File: config.mk
export PLATFORM = sky130hd
export DESIGN_NAME = mem_sync_initiator
export DESIGN_NICKNAME = d
export VERILOG_FILES = /design/src/rtl/mem_sync_initiator.sv
export SDC_FILE = /design/constraint.sdc
export NUM_CORES = 1
export LEC_CHECK = 0
export ABC_AREA = 1
export ABC_CLOCK_PERIOD_IN_PS = 2000
export CAP_MARGIN = 20
export CORE_ASPECT_RATIO = 0.7
export CORE_MARGIN = 1
export CORE_UTILIZATION = 42
export CTS_BUF_LIST = sky130_fd_sc_hd__clkbuf_16
export DETAILED_ROUTE_END_ITERATION = 8
export PLACE_DENSITY_LB_ADDON = 0.08
export SLEW_MARGIN = 20
export SYNTH_ARGS = -nofsm -noshare
export SYNTH_HDL_FRONTEND = slang
export SYNTH_SLANG_ARGS = --single-unit
File: constraint.sdc
create_clock -name clk -period 2 [get_ports clk]
set_input_delay 0.6 -clock clk [delete_from_list [all_inputs] [get_ports clk]]
set_output_delay 0.6 -clock clk [all_outputs]
set_load 0.02 [all_outputs]
File: src/rtl/mem_sync_initiator.sv
// mem_sync_initiator: serializing controller for a single-port synchronous
// memory (write priority, registered read data that holds during writes).
// Requests arrive on a valid/ready channel. Read data returns on a
// valid/ready response channel. All memory-side pins are registered.
// Optional build macro MEM_INIT_CLEAR_EN: after reset, zero-fill every
// memory word before accepting requests.
module mem_sync_initiator #(
  parameter int ADDR_WIDTH = 4,
  parameter int DATA_WIDTH = 8
) (
  input  logic                  clk,
  input  logic                  rst_n,
  input  logic                  req_valid,
  output logic                  req_ready,
  input  logic                  req_we,
  input  logic [ADDR_WIDTH-1:0] req_addr,
  input  logic [DATA_WIDTH-1:0] req_wdata,
  output logic                  rsp_valid,
  input  logic                  rsp_ready,
  output logic [DATA_WIDTH-1:0] rsp_rdata,
  output logic                  busy,
  output logic                  init_done,
  output logic                  mem_we,
  output logic [ADDR_WIDTH-1:0] mem_addr,
  output logic [DATA_WIDTH-1:0] mem_data_w,
  input  logic [DATA_WIDTH-1:0] mem_data_r
);

  typedef enum logic [2:0] {
    IDLE,
    ISSUE,
    CAPT,
    RSP
`ifdef MEM_INIT_CLEAR_EN
    , CLEAR
`endif
  } state_e;

  state_e                state_q, state_d;
  logic                  mem_we_q, mem_we_d;
  logic [ADDR_WIDTH-1:0] mem_addr_q, mem_addr_d;
  logic [DATA_WIDTH-1:0] mem_data_w_q, mem_data_w_d;
  logic                  rsp_valid_q, rsp_valid_d;
  logic [DATA_WIDTH-1:0] rsp_rdata_q, rsp_rdata_d;

`ifdef MEM_INIT_CLEAR_EN
  logic [ADDR_WIDTH-1:0] clr_cnt_q, clr_cnt_d;
  logic                  init_done_q, init_done_d;
  localparam state_e RST_STATE = CLEAR;
  assign init_done = init_done_q;
`else
  localparam state_e RST_STATE = IDLE;
  assign init_done = 1'b1;
`endif

  assign req_ready  = (state_q == IDLE) && init_done;
  assign busy       = (state_q != IDLE);
  assign mem_we     = mem_we_q;
  assign mem_addr   = mem_addr_q;
  assign mem_data_w = mem_data_w_q;
  assign rsp_valid  = rsp_valid_q;
  assign rsp_rdata  = rsp_rdata_q;

  // State and output registers; reset drops mem_we immediately.
  always_ff @(posedge clk or negedge rst_n) begin
    if (!rst_n) begin
      state_q      <= RST_STATE;
      mem_we_q     <= 1'b0;
      mem_addr_q   <= '0;
      mem_data_w_q <= '0;
      rsp_valid_q  <= 1'b0;
      rsp_rdata_q  <= '0;
`ifdef MEM_INIT_CLEAR_EN
      clr_cnt_q    <= '0;
      init_done_q  <= 1'b0;
`endif
    end else begin
      state_q      <= state_d;
      mem_we_q     <= mem_we_d;
      mem_addr_q   <= mem_addr_d;
      mem_data_w_q <= mem_data_w_d;
      rsp_valid_q  <= rsp_valid_d;
      rsp_rdata_q  <= rsp_rdata_d;
`ifdef MEM_INIT_CLEAR_EN
      clr_cnt_q    <= clr_cnt_d;
      init_done_q  <= init_done_d;
`endif
    end
  end

  // Next-state and next-output logic; everything holds unless changed.
  always_comb begin
    state_d      = state_q;
    mem_we_d     = mem_we_q;
    mem_addr_d   = mem_addr_q;
    mem_data_w_d = mem_data_w_q;
    rsp_valid_d  = rsp_valid_q;
    rsp_rdata_d  = rsp_rdata_q;
`ifdef MEM_INIT_CLEAR_EN
    clr_cnt_d    = clr_cnt_q;
    init_done_d  = init_done_q;
`endif
    case (state_q)
      IDLE: begin
        if (req_valid && req_ready) begin
          mem_addr_d = req_addr;
          mem_we_d   = req_we;
          if (req_we) mem_data_w_d = req_wdata;
          state_d    = ISSUE;
        end
      end
      // Memory acts on the closing edge of this cycle.
      ISSUE: begin
        mem_we_d = 1'b0;
        state_d  = mem_we_q ? IDLE : CAPT;
      end
      // Registered read data is now on mem_data_r.
      CAPT: begin
        rsp_rdata_d = mem_data_r;
        rsp_valid_d = 1'b1;
        state_d     = RSP;
      end
      RSP: begin
        if (rsp_ready) begin
          rsp_valid_d = 1'b0;
          state_d     = IDLE;
        end
      end
`ifdef MEM_INIT_CLEAR_EN
      // Zero-fill: finish once the top address write is on the pins.
      CLEAR: begin
        if (mem_we_q && (mem_addr_q == {ADDR_WIDTH{1'b1}})) begin
          mem_we_d    = 1'b0;
          init_done_d = 1'b1;
          state_d     = IDLE;
        end else begin
          mem_we_d     = 1'b1;
          mem_addr_d   = clr_cnt_q;
          mem_data_w_d = '0;
          clr_cnt_d    = clr_cnt_q + 1'b1;
        end
      end
`endif
      default: state_d = IDLE;
    endcase
  end

endmodule
==> results.json, run 1 <==
{
  "r2r_slack_ns": 0.70,
  "die_w_microns": 60.4,
  "dr_total_vias": 918,
  "wire_per_inst_microns": 12.3,
  "worstPathCellList": "nor2_4, inv_1, dlygate4sd2_1",
  "period_share_pct": 93.3,
  "syn-cell-area_sq_mm": 0.00100,
  "vias_per_cell": 4.76,
  "hpwl_microns": 1730,
  "root_buffer": "clkbuf_16",
  "tns_ns": 0,
  "skew_ns": 0.00160,
  "critPathMaxStageDelay_ns": 0.45,
  "synth-seq-cells": 24,
  "htree_num_levels": 1,
  "worstSetupPathType": "flop to output pin",
  "finalHoldViolCount": 0,
  "busiest_layer": "met2",
  "clk_path_buf_depth": 2,
  "finalMaxSlewViolations": 0,
  "r2r_cells": 5,
  "ys_seq_area_share_pct": 59.9,
  "use_met2_pct": 33.8,
  "nets": 187,
  "min_period_ns": 1.87,
  "io_pins": 50,
  "cts_buffers": 3,
  "num_rows": 14,
  "use_met1_pct": 27.8,
  "utilization_pct": 72.3,
  "cts-resized-gates": 2,
  "syn_inst": 110,
  "cellLeakagePower_nw": 0.768,
  "outcome": "completed",
  "required_ns": 1.40,
  "cts_sinks": 24,
  "crit_buf_inv": 2,
  "drive_gt1_share_pct": 7.45,
  "dp_slack_ns": 0.135,
  "syn2layout_area_growth_pct": 59.1,
  "fin_ws_ns": 0.134,
  "cts_tree": "done",
  "core_sq_mm": 0.00221,
  "critPathTopFamily": "flip-flops",
  "drt_iter0_drc": 35,
  "cts.reportedPaths.clkPinSlew_ns": 0.06,
  "hold_class": "flop to flop",
  "ant_nets": 0,
  "vdd.ir_drop.worst_uv": 938,
  "cp.arrival_ns": 1.27,
  "start_util_pct": 45.5,
  "die_h_microns": 42.9,
  "start_kind": "flop",
  "grt_pass1_vias": 943,
  "final_common_cell": "clkdlybuf4s50_1",
  "use_met3_pct": 7.62,
  "fin_cells": 193,
  "final-setup-viol-count": 0,
  "dpl.cell_count": 189,
  "grt_pass1_wl_microns": 4030,
  "worst_path_max_delay_cell": "dfrtp_1",
  "antenna_cells": 0,
  "cp_max_fo": 8,
  "layout_common_cells": "clkdlybuf4s50_1, nand2_1, dfrtp_1, nand3_1, nand4_1",
  "rsz0062_at_grt": "no",
  "ys_warn_count": 0,
  "cts_hold_buf": 0,
  "grt_start_max_net_pins": 25,
  "synth_nets": 135,
  "gp_congestion": 0.696,
  "max_freq_mhz": 536,
  "antenna_found_initial": 0,
  "grt.total_usage_pct": 21.2,
  "drc": 0,
  "clkLatencyLatePin_ns": 0.25,
  "dieArea_sq_mm": 0.00259,
  "worst-path-stages": 3,
  "postCtsSetupBuffers": 0,
  "drt_first_pass_iters": 4,
  "ys_types": 18,
  "grt-ovfl-total": 0,
  "syn_avg_cell_area_sq_um": 9.12,
  "cp-end-kind": "output pin",
  "drv_cap": 0,
  "port-buffer-count": 48,
  "holdPathStages": 2,
  "cellPowerDensity_mw_per_mm2": 1630,
  "wirelength_microns": 2370
}
-- area by class of cell --
| cell class | instances | area [sq um] |
|---|---|---|
| fillers | 184 | 611 |
| clock buffers | 3 | 75.1 |
| inverters | 4 | 15.0 |
| flip-flops and latches | 24 | 601 |
| repair buffers | 53 | 515 |
| multi-input cells | 76 | 347 |
| well taps | 32 | 40.0 |
| clock inverters | 1 | 3.75 |
-- final timing paths --
check                                          from                   endpoint
setup / recovery             state_q[0]$_DFFE_PN0P_                       busy
hold / removal             rsp_rdata[4]$_DFFE_PN0N_   rsp_rdata[4]$_DFFE_PN0N_
min in group asynchronous                     rst_n    mem_addr[3]$_DFFE_PN0P_
hold reg to reg            rsp_rdata[4]$_DFFE_PN0N_   rsp_rdata[4]$_DFFE_PN0N_
setup reg to reg             state_q[0]$_DFFE_PN0P_  mem_data_w[3]$_DFFE_PN0P_
max in group asynchronous                     rst_n   rsp_rdata[1]$_DFFE_PN0N_
-- worst min-delay path, stage by stage (launching register included) --
cell and delay (ns):
dfrtp_1 0.34, nand2_1 0.05, nand2_1 0.05
-- flip-flops by register name, indices dropped and copies added (netlist names) --
register    count
rsp_valid       1
rsp_rdata       8
mem_we          1
state_q         2
mem_data_w      8
mem_addr        4
-- logic make-up after synthesis --
kind of cell / share of synthesized area [%]
and+or+nand+nor: 32.7
DFF: 59.9
buffers and inverters: 5.61
AOI/OAI and AO/OA: 1.50
other: 0.374
-- stage by stage --
| stage | hold WS, ns | power (mW) | instance area (sq um) |
|---|---|---|---|
| final | 0.469 | 2.60 | 1600 |
| after global routing | 0.495 | 2.77 | 1600 |
| after CTS | 0.472 | 2.62 | 1600 |
| after detailed placement | 0.458 | 2.20 | 1520 |
| after global placement | 0.454 | 2.17 | 1520 |
| after floorplan | 0.304 | 1.58 | 1000 |
-- cell usage after synthesis (all sizes together) --
cell     n  area, sq um
nor2     2         15.0
inv      4         15.0
nand3   15         80.1
a21oi    1         5.00
nand2   46          175
conb     1         3.75
dfrtp   24          601
nand4    8         50.1
o21ai    2         10.0
clkbuf   1         5.00
nand3b   1         7.51
buf      5         36.3
-- metal layers --
metal / vias up / wire length (microns) / share of wire, %
li1: 461 / - / -
met1: 423 / 1130 / 48
met2: 32 / 1110 / 47
met3: 2 / 120 / 5.1
met4: 0 / 11 / 0.47
met5: - / 0 / 0
-- where the power goes --
part / internal (mW) / total, mW / switching, mW
Combinational: 0.587 / 1.30 / 0.717
Sequential: 0.722 / 0.869 / 0.148
Clock: 0.267 / 0.422 / 0.156
Total: 1.58 / 2.60 / 1.02
(Power assumes the default switching activity.)
==> run 2, diff against run 1 <==
CTS_CLUSTER_DIAMETER = 120   (was unset)
==> results of run 2 <==
The final DEF is identical to that of run 1; final timing and power are the same.
